--- src/rtl/rom_arbiter.sv ---
// ============================================================================
// Module : rom_arbiter
// Two-master arbiter and access sequencer for the 32Kx8 program PROM.
// Drives the active-low ROM chip-select / output-enable for a programmable
// window, then returns the sampled data to the granted master with an ack.
// Revision: 1.0 - initial release
// ============================================================================
`default_nettype none

module rom_arbiter #(
   parameter int ADDR_W   = 15,
   parameter int DATA_W   = 8,
   parameter int WAIT_CYC = 2,
   parameter int ARB_MODE = 0
) (
   input  logic              clk,
   input  logic              sys_rst_n,
   input  logic              m0_req,
   input  logic [ADDR_W-1:0] m0_addr,
   output logic              m0_ack,
   output logic [DATA_W-1:0] m0_rdata,
   input  logic              m1_req,
   input  logic [ADDR_W-1:0] m1_addr,
   output logic              m1_ack,
   output logic [DATA_W-1:0] m1_rdata,
   output logic [ADDR_W-1:0] rom_addr,
   output logic              rom_cs,
   output logic              rom_oe,
   input  logic [DATA_W-1:0] rom_data,
   output logic              busy,
   output logic              grant
);

   localparam logic [1:0] S_IDLE   = 2'd0;
   localparam logic [1:0] S_ACCESS = 2'd1;
   localparam logic [1:0] S_DONE   = 2'd2;

   // Counter preload: WAIT_CYC edges in ACCESS means counting WAIT_CYC-1 down to 0
   localparam logic [3:0] CNT_INIT = 4'(WAIT_CYC - 1);

   logic [1:0] state;
   logic [1:0] next_state;
   logic [3:0] cnt;
   logic       last_grant;
   logic       any_req;
   logic       win_m1;
   logic       cnt_zero;

   // Arbitration: pick the winner among the current requests
   always_comb begin
      any_req  = m0_req | m1_req;
      cnt_zero = (cnt == 4'd0);
      if (ARB_MODE == 1) begin
         // m0 always wins whenever it is requesting
         win_m1 = ~m0_req;
      end else begin
         // On a tie, the master that did not own the last access wins
         win_m1 = m1_req & (~m0_req | ~last_grant);
      end
   end

   // State register
   always_ff @(posedge clk or negedge sys_rst_n) begin
      if (!sys_rst_n) begin
         state <= S_IDLE;
      end else begin
         state <= next_state;
      end
   end

   // Next-state logic
   always_comb begin
      next_state = state;
      case (state)
         S_IDLE:   if (any_req)  next_state = S_ACCESS;
         S_ACCESS: if (cnt_zero) next_state = S_DONE;
         S_DONE:                 next_state = S_IDLE;
         default:                next_state = S_IDLE;
      endcase
   end

   // State-decoded outputs
   always_comb begin
      busy = (state != S_IDLE);
   end

   // Registered ROM control, wait counter, grant tracking and read-data return
   always_ff @(posedge clk or negedge sys_rst_n) begin
      if (!sys_rst_n) begin
         rom_addr   <= '0;
         rom_cs     <= 1'b1;
         rom_oe     <= 1'b1;
         cnt        <= 4'd0;
         grant      <= 1'b0;
         last_grant <= 1'b1;
         m0_ack     <= 1'b0;
         m1_ack     <= 1'b0;
         m0_rdata   <= '0;
         m1_rdata   <= '0;
      end else begin
         case (state)
            S_IDLE: begin
               if (any_req) begin
                  // Address is captured here; later address changes are ignored
                  rom_addr   <= win_m1 ? m1_addr : m0_addr;
                  rom_cs     <= 1'b0;
                  rom_oe     <= 1'b0;
                  grant      <= win_m1;
                  last_grant <= win_m1;
                  cnt        <= CNT_INIT;
               end
            end
            S_ACCESS: begin
               if (!cnt_zero) begin
                  cnt <= cnt - 4'd1;
               end else begin
                  // Final access edge: sample ROM, release the bus, ack the owner
                  if (grant) begin
                     m1_rdata <= rom_data;
                     m1_ack   <= 1'b1;
                  end else begin
                     m0_rdata <= rom_data;
                     m0_ack   <= 1'b1;
                  end
                  rom_cs <= 1'b1;
                  rom_oe <= 1'b1;
               end
            end
            S_DONE: begin
               m0_ack <= 1'b0;
               m1_ack <= 1'b0;
            end
            default: begin
               m0_ack <= 1'b0;
               m1_ack <= 1'b0;
            end
         endcase
      end
   end

endmodule

`default_nettype wire

--- config.mk ---
export PLATFORM = sky130hd
export DESIGN_NAME = rom_arbiter
export DESIGN_NICKNAME = d
export VERILOG_FILES = /design/src/rtl/rom_arbiter.sv
export SDC_FILE = /design/constraint.sdc
export NUM_CORES = 1
export LEC_CHECK = 0
export ABC_AREA = 1
export CAP_MARGIN = 20
export CORE_MARGIN = 3
export CORE_UTILIZATION = 35
export CTS_CLUSTER_DIAMETER = 50
export DETAILED_ROUTE_END_ITERATION = 16
export PLACE_DENSITY = 0.67
export SETUP_SLACK_MARGIN = 0.02
export SYNTH_ARGS = -nofsm -noshare
export SYNTH_HDL_FRONTEND = slang
export SYNTH_SLANG_ARGS = --single-unit
--- constraint.sdc ---
create_clock -name clk -period 1.4 [get_ports clk]
set_input_delay 0.28 -clock clk [delete_from_list [all_inputs] [get_ports clk]]
set_output_delay 0.28 -clock clk [all_outputs]
set_load 0.02 [all_outputs]
==> results.yml, run 1 <==
run_status:
  run_status: "complete, no violations"
critical_path:
  timing.setup.critical_path_class: "reg -> out"
  crit_required_ns: 1.12
  worst_path_max_delay_cell: "sky130_fd_sc_hd__dfrtp_1"
  crit_path_cells: "dlygate4sd2_1"
  critical_path.top_delay_family: "flip-flops"
  cp.buffers_inverters: 1
  slowest_delay_ns: 0.41
  worstSetupEndpointType: "primary output"
  critPathLaunch: "m0_rdata[0]$_DFFE_PN0P_"
  start_kind: "flop"
  cp_max_fo: 2
  r2r_start: "cnt[0]$_DFFE_PN0P_"
  worst_ep_arrival_time_ns: 1.08
global_routing:
  grt_max_degree: 23
  grt_pass1_wl_um: 7803
  number_of_global_route_vias_before_repair: 1677
  antenna_found_initial: 0
  grt_use_total: 0.1578
  congestion_overflow_gr: 0
routing:
  dr.first_iter.drc_count: 71
  detailedRoute.firstPassIterationCount: 4
  routed-via-count: 1657
  routedWlPerCell_um: 13.50
  drt_wl_total_um: 4929
  drtAntennaViolNets: 0
  drc: 0
  via_per_inst: 4.540
sta:
  unrepaired_setup_endpoints_after_global_routing: "yes"
  final.setup_skew_ns: 0.01411
  finalWorstPathRequiredPeriod_ns: 1.356
  final.setup.tns_ns: 0
  hold_violations: 0
  timing.final.max_slew_violations: 0
  finalCritPeriodShare: 0.9688
  setup-violations-final: 0
  timing.max_slew.rel_slack: 0.7296
  tightestPinTransition_ns: 0.4051
  max_freq_ghz: 0.7373
cts:
  cts_buffers: 5
  cts_num_sinks: 42
  cts_tree: "built"
  clkSlewWorstSetupHoldPaths_ns: 0.08
  ctsLongestPathBuffers: 2
  htreeDepth: 2
  clock_tree.root_cell: "sky130_fd_sc_hd__clkbuf_8"
  clock_latency_ns: 0.29
floorplan:
  top_level_ports: 79
  area_of_the_core_um2: 5172
  die_w_um: 79.76
  die_area_um2: 6362
  floorplan.initialDensity: 0.3682
  std_cell_rows: 26
  die_height_um: 79.76
yosys:
  netlist_top_cells_count: "sky130_fd_sc_hd__dfrtp_1, sky130_fd_sc_hd__nand2_1, sky130_fd_sc_hd__o21ai_1"
  synth.most_common_cell: "sky130_fd_sc_hd__dfrtp_1"
  yosys.area.top_type: "sky130_fd_sc_hd__dfrtp_1"
  synth.net_count: 242
  postSynthCellCount: 198
  post_synth.cell_area_avg_um2: 9.618
  netlist_area_um2: 1904
  netlist_top_cells_area: "sky130_fd_sc_hd__dfrtp_1, sky130_fd_sc_hd__o21ai_2, sky130_fd_sc_hd__nand2_1"
  number_of_flops_mapped_to_enable_cells_by_yosys: 0
  yosys.cell_types.count: 22
  synth_largest_type_area_fraction: 0.5256
  synth.yosys.warnings: 0
  synthFlopType: "sky130_fd_sc_hd__dfrtp_1"
  synth_seq_area_share: 0.5532
  ys_async_sr_fraction: 1.000
  postSynthRegisterBits: 42
placement:
  numPortBuffers: 78
  post-dp-hpwl_um: 3590
  place.gp.congestion: 0.7575
  post_dp_cell_area_um2: 2808
layout:
  design_area_um2: 3034
  syn2layout_area_growth_pct: 59.33
  drive_gt1_frac: 0.2542
  layout.nets: 338
  insertedDiodeCount: 0
  layout.filler_cells: 468
pwr:
  comb_power_share: 0.551
  total_power_uw: 7092
  power.density_cell_area_nw_per_um2: 2338
  p_sw_uw: 3062
  power.static_leakage_uw: 0.001449
  p_seq_frac: 0.310
  power_switching_share: 0.4317
  power.ir.vdd_worst_v: 0.0008446
  p_clk_frac: 0.139
  p_int_uw: 4031
job:
  maxCapViolations: 0
worst_hold_path:
  hold_path.class: "in -> async"
sequential cells by signal, indices dropped and copies added (netlist names):
name        count
m0_ack          1
rom_addr       15
grant           1
m1_ack          1
rom_oe          1
state           2
cnt             4
last_grant      1
m1_rdata        8
m0_rdata        8
power groups by stage:
stage                     clock [uW]  combinational (uW)  sequential [uW]
after CTS                       1010                3530             2170
after global placement             0                3840             2190
after floorplan                    0                1620             2810
final                            985                3910             2200
after detailed placement           0                3900             2200
after global routing            1070                4290             2280
placed cells by master, fill, tap and decap left out:
cell,count
sky130_fd_sc_hd__o21ai_2,17
sky130_fd_sc_hd__dfrtp_1,40
sky130_fd_sc_hd__buf_12,3
sky130_fd_sc_hd__buf_2,4
sky130_fd_sc_hd__o21ai_0,10
sky130_fd_sc_hd__nand2_2,9
sky130_fd_sc_hd__buf_6,1
sky130_fd_sc_hd__bufinv_16,1
sky130_fd_sc_hd__o2bb2ai_1,2
sky130_fd_sc_hd__nand4_1,1
sky130_fd_sc_hd__dlygate4sd3_1,1
sky130_fd_sc_hd__inv_4,1
sky130_fd_sc_hd__nor2_4,1
sky130_fd_sc_hd__nor2_1,20
sky130_fd_sc_hd__buf_4,12
sky130_fd_sc_hd__nor2_2,1
sky130_fd_sc_hd__dlygate4sd2_1,34
sky130_fd_sc_hd__o21ai_1,25
sky130_fd_sc_hd__ha_1,1
sky130_fd_sc_hd__ha_4,1
sky130_fd_sc_hd__clkbuf_8,6
sky130_fd_sc_hd__nand2_1,31
sky130_fd_sc_hd__inv_1,11
sky130_fd_sc_hd__dfstp_2,2
sky130_fd_sc_hd__clkbuf_1,1
sky130_fd_sc_hd__nor2_8,1
sky130_fd_sc_hd__clkdlybuf4s50_1,40
sky130_fd_sc_hd__nand2_4,6
sky130_fd_sc_hd__xor2_1,1
sky130_fd_sc_hd__inv_2,6
sky130_fd_sc_hd__nand3_1,2
sky130_fd_sc_hd__nand2_8,3
area by class of cell:
cell class	count	area, um^2	share of cell area
sequential	42	1054	0.3472
timing repair buffer	95	889.6	0.2932
multi-input combinational	132	817.0	0.2693
tap	70	87.58	0.02887
clock buffer	7	86.33	0.02845
inverter	18	70.07	0.02309
clock inverter	1	30.03	0.009897
repair_timing:
action,4_1_cts,5_1_grt
buffers inserted,0,4
resized for setup,46,20
hold buffers,1,0
cloned,0,2
endpoints found under the hold margin,9,0
pin swaps,0,3
setup endpoints to repair,37,21
per-stage QoR:
stage	std cells	hold WS (ns)	setup WS (ns)	utilization
3_3_place_gp	350	0.1868	-0.03948	0.5428
3_5_place_dp	350	0.1843	-0.1037	0.5428
4_1_cts	359	0.4183	0.05022	0.5561
2_1_floorplan	198	-0.01559	0.07701	-
5_1_grt	365	0.4439	0.007527	0.5866
6_report	365	0.4308	0.04363	0.5866
metal layers:
metal,global-route usage,wire (um),share of wire
met3,0.03499,181,0.037
met2,0.2663,2523,0.51
met5,0,0,0
met1,0.2007,2158,0.44
met4,0.05068,66,0.013
worst paths after layout:
check | cells past startpoint | slack [ns] | end
max | 1 | 0.04 | m0_rdata[0]
min | 2 | 0.43 | m0_rdata[6]$_DFFE_PN0P_
max reg2reg | 8 | 0.10 | m1_rdata[0]$_DFFE_PN0P_
min reg2reg | 2 | 0.47 | last_grant$_DFFE_PN1P_
max in group asynchronous | 3 | 0.44 | last_grant$_DFFE_PN1P_
min in group clk | 2 | 0.47 | last_grant$_DFFE_PN1P_
kinds of logic (layout without fill, tap and decap cells):
logic type	after synthesis	in the layout	share of synthesized area
AO/OA/AOI/OAI	54	54	0.1794
XOR/XNOR	1	1	0.004600
adder cells (fa/ha/maj)	2	2	0.01314
buffers and inverters	26	121	0.06833
flip-flops	42	42	0.5532
AND/OR/NAND/NOR	73	75	0.1813
Power figures use the tool's default switching activity.
==> run 2, diff against run 1 <==
Settings changed: RECOVER_POWER set to 25.
==> run 2 against run 1 <==
First-iteration DRC count unchanged. Critical path depth unchanged. Maximum frequency unchanged. Clock power about the same. Final area about the same. Via count unchanged. Die area unchanged. Setup slack unchanged. Worst hold slack better by 0.037 ns. Global-route usage unchanged. Final cell count unchanged. Critical endpoint unchanged. Largest power group unchanged. Highest routed layer unchanged.
==> results.yml, run 2 (same netlist as run 1, synthesis figures left out) <==
run_status:
  run_status: "complete, no violations"
global_routing:
  grt_max_degree: 23
  grt_use_total: 0.1578
  grt_pass1_wl_um: 7803
  congestion_overflow_gr: 0
  number_of_global_route_vias_before_repair: 1677
  antenna_found_initial: 0
critical_path:
  critPathLaunch: "m0_rdata[0]$_DFFE_PN0P_"
  ff2ff_path_depth: 8
  worst_ep_arrival_time_ns: 1.08
  crit_path_cells: "dlygate4sd2_1"
  timing.setup.critical_path_class: "reg -> out"
  cp.buffers_inverters: 1
  start_kind: "flop"
  cp_max_fo: 2
  cp_num_cells: 1
  worst_path_max_delay_cell: "sky130_fd_sc_hd__dfrtp_1"
  critical_path.top_delay_family: "flip-flops"
  worstSetupEndpointType: "primary output"
  r2r_start: "cnt[0]$_DFFE_PN0P_"
  crit_required_ns: 1.12
  slowest_delay_ns: 0.41
sta:
  setup-violations-final: 0
  finalCritPeriodShare: 0.9688
  tightestPinTransition_ns: 0.7215
  timing.max_slew.rel_slack: 0.5190
  final.setup_skew_ns: 0.01411
  timing.final.max_slew_violations: 0
  max_freq_ghz: 0.7373
  finalWorstPathRequiredPeriod_ns: 1.356
  unrepaired_setup_endpoints_after_global_routing: "yes"
  hold_violations: 0
  postLayoutSetupSlackWorst_ns: 0.04363
routing:
  drtAntennaViolNets: 0
  detailedRoute.firstPassIterationCount: 4
  dr.first_iter.drc_count: 71
  routed-via-count: 1657
  via_per_inst: 4.540
  drt_wl_total_um: 4928
  routedWlPerCell_um: 13.50
  drc: 0
pwr:
  p_sw_uw: 3062
  power.density_cell_area_nw_per_um2: 2338
  p_clk_frac: 0.139
  power_switching_share: 0.4317
  power.ir.vdd_worst_v: 0.0008446
  p_int_uw: 4030
  comb_power_share: 0.551
  p_seq_frac: 0.310
  power.static_leakage_uw: 0.001446
layout:
  insertedDiodeCount: 0
  syn2layout_area_growth_pct: 59.26
  layout.nets: 338
  design_area_um2: 3033
  final_core_utilization: 0.5864
  instances_no_fill: 365
  most-common-layout-cells: "sky130_fd_sc_hd__dfrtp_1, sky130_fd_sc_hd__clkdlybuf4s50_1, sky130_fd_sc_hd__dlygate4sd2_1, sky130_fd_sc_hd__nand2_1, sky130_fd_sc_hd__o21ai_1"
  largestRegisters: "rom_addr x15, m0_rdata x8, m1_rdata x8"
  max_flop_register: "rom_addr"
  flip_flop_count_of_the_largest_register_after_layout: 15
  drive_gt1_frac: 0.2508
floorplan:
  std_cell_rows: 26
  die_area_um2: 6362
  area_of_the_core_um2: 5172
  top_level_ports: 79
  floorplan.initialDensity: 0.3682
  die_w_um: 79.76
  die_height_um: 79.76
cts:
  htreeDepth: 2
  cts_tree: "built"
  ctsLongestPathBuffers: 2
  clock_latency_ns: 0.29
  clkSlewWorstSetupHoldPaths_ns: 0.08
  cts_num_sinks: 42
  clock_tree.root_cell: "sky130_fd_sc_hd__clkbuf_8"
  cts_buffers: 5
placement:
  numPortBuffers: 78
  post-dp-hpwl_um: 3590
  place.gp.congestion: 0.7575
  post_dp_cell_area_um2: 2808
  dpl_worst_slack_ns: -0.1037
  dp_cells: 350
worst_hold_path:
  worst_hold_startpoint: "last_grant$_DFFE_PN1P_"
  whs_path_depth: 2
  hold_path.class: "reg -> reg"
job:
  maxCapViolations: 0
run 2: cell types whose count changed in the layout (fill, tap and decap cells not counted), sizes merged:
cell	before	now
clkbuf	7	8
buf	20	19
run 2: path summary, 6_finish.rpt:
check                                          end  slack, ns
setup reg to reg           m1_rdata[0]$_DFFE_PN0P_       0.10
max in group asynchronous   last_grant$_DFFE_PN1P_       0.12
hold / removal              last_grant$_DFFE_PN1P_       0.47
setup / recovery                       m0_rdata[0]       0.04
min in group asynchronous  m0_rdata[6]$_DFFE_PN0P_       0.58
hold reg to reg             last_grant$_DFFE_PN1P_       0.47
run 2: power by group through the flow:
stage | combinational [uW] | clock, uW | sequential [uW]
after CTS | 3530 | 1010 | 2170
final | 3910 | 985 | 2200
after global routing | 4290 | 1070 | 2280
after floorplan | 1620 | 0 | 2810
after global placement | 3840 | 0 | 2190
after detailed placement | 3900 | 0 | 2200
run 2: per-stage QoR:
stage | hold WS [ns] | power [uW] | TNS (ns)
3_3_place_gp | 0.1868 | 6036 | -0.2714
4_1_cts | 0.4183 | 6707 | 0
3_5_place_dp | 0.1843 | 6106 | -0.6570
5_1_grt | 0.5102 | 7638 | 0
6_report | 0.4675 | 7092 | 0
2_1_floorplan | -0.01559 | 4433 | 0
run 2: layer usage:
metal  wire (um)  vias to the layer above  track usage
li1            -                      839            -
met4          66                        0      0.05068
met2        2523                       33       0.2663
met5           0                        -            0
met1        2157                      779       0.2007
met3         181                        6      0.03499
run 2: area by class of cell:
cell class / count / area (um^2)
timing repair buffer: 95 / 888.4
inverter: 18 / 70.07
sequential: 42 / 1054
clock inverter: 1 / 30.03
clock buffer: 7 / 86.33
tap: 70 / 87.58
fill: 469 / 2140
multi-input combinational: 132 / 817.0
run 2: repair_timing:
| action | in CTS | in global routing |
|---|---|---|
| endpoints found under the setup margin | 37 | 21 |
| hold buffers | 1 | 0 |
| hold endpoints to repair | 9 | 0 |
| pin swaps | 0 | 3 |
| resized for setup | 46 | 20 |
| cloned | 0 | 2 |
| setup buffers | 0 | 4 |
==> run 3, diff against run 2 <==
Settings changed: CORE_MARGIN 3 to unset.
==> run 3 against run 2 <==
Count of clock-buffer cells in the layout down 1. Final cell count down 0.27%. Utilization down 2.2 points. Clock skew down 0.0076 ns. Clock power down 22%. Setup slack better by 0.046 ns. Largest power group unchanged.
==> results.yml, run 3 (same netlist as run 1, synthesis figures left out) <==
run_status:
  run_status: "complete, no violations"
critical_path:
  worst-r2r-setup-slack_ns: 0.09
  crit_required_ns: 1.59
  r2r_start: "cnt[0]$_DFFE_PN0P_"
  start_kind: "flop"
  reg2reg_to: "m0_rdata[6]$_DFFE_PN0P_"
  cp.buffers_inverters: 2
  worst_ep_arrival_time_ns: 1.50
  ff2ff_path_depth: 8
  worst_path_max_delay_cell: "sky130_fd_sc_hd__dfrtp_1"
  worstSetupEndpointType: "flop"
  timing.setup.critical_path_class: "reg -> reg"
  crit_path_cells: "inv_1 > ha_2 > nand2_4 > nor2_8 > buf_6 > nand2_8 > nand2_1 > o21ai_2"
  cp_max_fo: 8
  critical_path.top_delay_family: "simple AND/OR/NAND/NOR gates"
  slowest_delay_ns: 0.38
placement:
  numPortBuffers: 78
  post-dp-hpwl_um: 3581
  place.gp.congestion: 0.7602
sta:
  timing.max_slew.rel_slack: 0.7054
  finalWorstPathRequiredPeriod_ns: 1.310
  tightestPinTransition_ns: 0.4419
  final.setup.tns_ns: 0
  timing.final.max_slew_violations: 0
  max_freq_ghz: 0.7632
  unrepaired_setup_endpoints_after_global_routing: "yes"
  setup-violations-final: 0
  finalCritPeriodShare: 0.9360
  hold_violations: 0
  final.setup_skew_ns: 0.006500
pwr:
  power.ir.vdd_worst_v: 0.0007576
  total_power_uw: 6676
  power.density_cell_area_nw_per_um2: 2285
  power.static_leakage_uw: 0.001403
layout:
  max_flop_register: "rom_addr"
  most-common-layout-cells: "sky130_fd_sc_hd__dfrtp_1, sky130_fd_sc_hd__clkdlybuf4s50_1, sky130_fd_sc_hd__nand2_1, sky130_fd_sc_hd__dlygate4sd2_1, sky130_fd_sc_hd__o21ai_1"
  layout.nets: 337
  drive_gt1_frac: 0.2245
  insertedDiodeCount: 0
  flip_flop_count_of_the_largest_register_after_layout: 15
  largestRegisters: "rom_addr x15, m0_rdata x8, m1_rdata x8"
  syn2layout_area_growth_pct: 53.42
cts:
  clkSlewWorstSetupHoldPaths_ns: 0.08
  ctsLongestPathBuffers: 2
  cts_buffers: 5
  clock_latency_ns: 0.30
  htreeDepth: 2
  clock_tree.root_cell: "sky130_fd_sc_hd__clkbuf_8"
  cts_tree: "built"
  cts_num_sinks: 42
routing:
  routedWlPerCell_um: 13.22
  drtAntennaViolNets: 0
  detailedRoute.firstPassIterationCount: 4
  dr.first_iter.drc_count: 57
  drt_wl_total_um: 4812
  via_per_inst: 4.632
  routed-via-count: 1686
  drc: 0
global_routing:
  grt_pass1_wl_um: 7314
  grt_use_total: 0.1742
  number_of_global_route_vias_before_repair: 1607
  grt_max_degree: 18
  congestion_overflow_gr: 0
  antenna_found_initial: 0
floorplan:
  die_w_um: 75.76
  die_height_um: 75.76
  area_of_the_core_um2: 5172
  floorplan.initialDensity: 0.3682
  std_cell_rows: 26
  die_area_um2: 5740
  top_level_ports: 79
worst_hold_path:
  hold_path.class: "in -> async"
job:
  maxCapViolations: 0
-- run 3: cell count changes in the layout (fill, tap and decap cells not counted), moves of 2 or more --
| cell | change |
|---|---|
| sky130_fd_sc_hd__nand2_1 | +6 |
| sky130_fd_sc_hd__nand2_4 | -5 |
| sky130_fd_sc_hd__buf_12 | -3 |
| sky130_fd_sc_hd__clkbuf_2 | +2 |
| sky130_fd_sc_hd__inv_1 | +2 |
| sky130_fd_sc_hd__inv_2 | -2 |
| sky130_fd_sc_hd__nand2_2 | -2 |
-- run 3: where the power goes --
part           leakage (uW)  switching, uW  internal [uW]  total [uW]
Sequential         0.000510            322           1840        2160
Clock             0.0000452            413            352         764
Combinational      0.000848           2260           1490        3750
Total               0.00140           2990           3690        6680
-- run 3: worst max-delay path by stage --
stage | startpoint | end | slack [ns] | depth (start not counted)
4_1_cts | cnt[0]$_DFFE_PN0P_ | m0_rdata[6]$_DFFE_PN0P_ | 0.06 | 7
3_3_place_gp | m1_req | cnt[0]$_DFFE_PN0P_ | -0.02 | 6
6_report | cnt[0]$_DFFE_PN0P_ | m0_rdata[6]$_DFFE_PN0P_ | 0.09 | 8
2_1_floorplan | cnt[0]$_DFFE_PN0P_ | m1_rdata[1]$_DFFE_PN0P_ | 0.08 | 8
3_5_place_dp | m1_req | cnt[0]$_DFFE_PN0P_ | -0.06 | 6
5_1_grt | cnt[0]$_DFFE_PN0P_ | m1_rdata[5]$_DFFE_PN0P_ | 0.01 | 8
-- run 3: repair_timing --
item	in CTS	in global routing
setup endpoints to repair	37	18
resized for setup	46	8
hold buffers	1	0
endpoints found under the hold margin	11	0
setup buffers	0	3
pin swaps	0	4
cloned	0	2
-- run 3: worst register-to-register path, delay by kind of cell (launching register included) --
| kind | cells | cell delay (ns) |
|---|---|---|
| adder cells (fa/ha/maj) | 1 | 0.19 |
| flip-flops | 1 | 0.38 |
| AND/OR/NAND/NOR | 4 | 0.39 |
| buffers and inverters | 2 | 0.20 |
| AO/OA/AOI/OAI | 1 | 0.05 |
-- run 3: metrics by stage --
step	cells	utilization	cell area [um^2]	hold WS [ns]	worst slack [ns]
3_5_place_dp	350	0.5404	2795	0.2052	-0.06032
5_1_grt	364	0.5648	2922	0.4543	0.01105
4_1_cts	359	0.5479	2834	0.4152	0.06355
6_report	364	0.5648	2922	0.4184	0.08967
3_3_place_gp	350	0.5404	2795	0.2061	-0.02234
2_1_floorplan	198	-	1904	-0.01559	0.07701
-- run 3: area by class of cell --
cell class                      count  area [um^2]
Fill cell                         497         2251
Sequential cell                    42         1054
Tap cell                           70        87.58
Timing Repair Buffer               94        843.3
Clock buffer                        6        72.57
Multi-Input combinational cell    132        780.7
Clock inverter                      2        13.76
Inverter                           18        70.07
-- run 3: metal layers --
metal	share of wire	global-route usage
met5	0	0
met1	0.42	0.2013
met3	0.034	0.04894
met2	0.52	0.2960
met4	0.029	0.08642
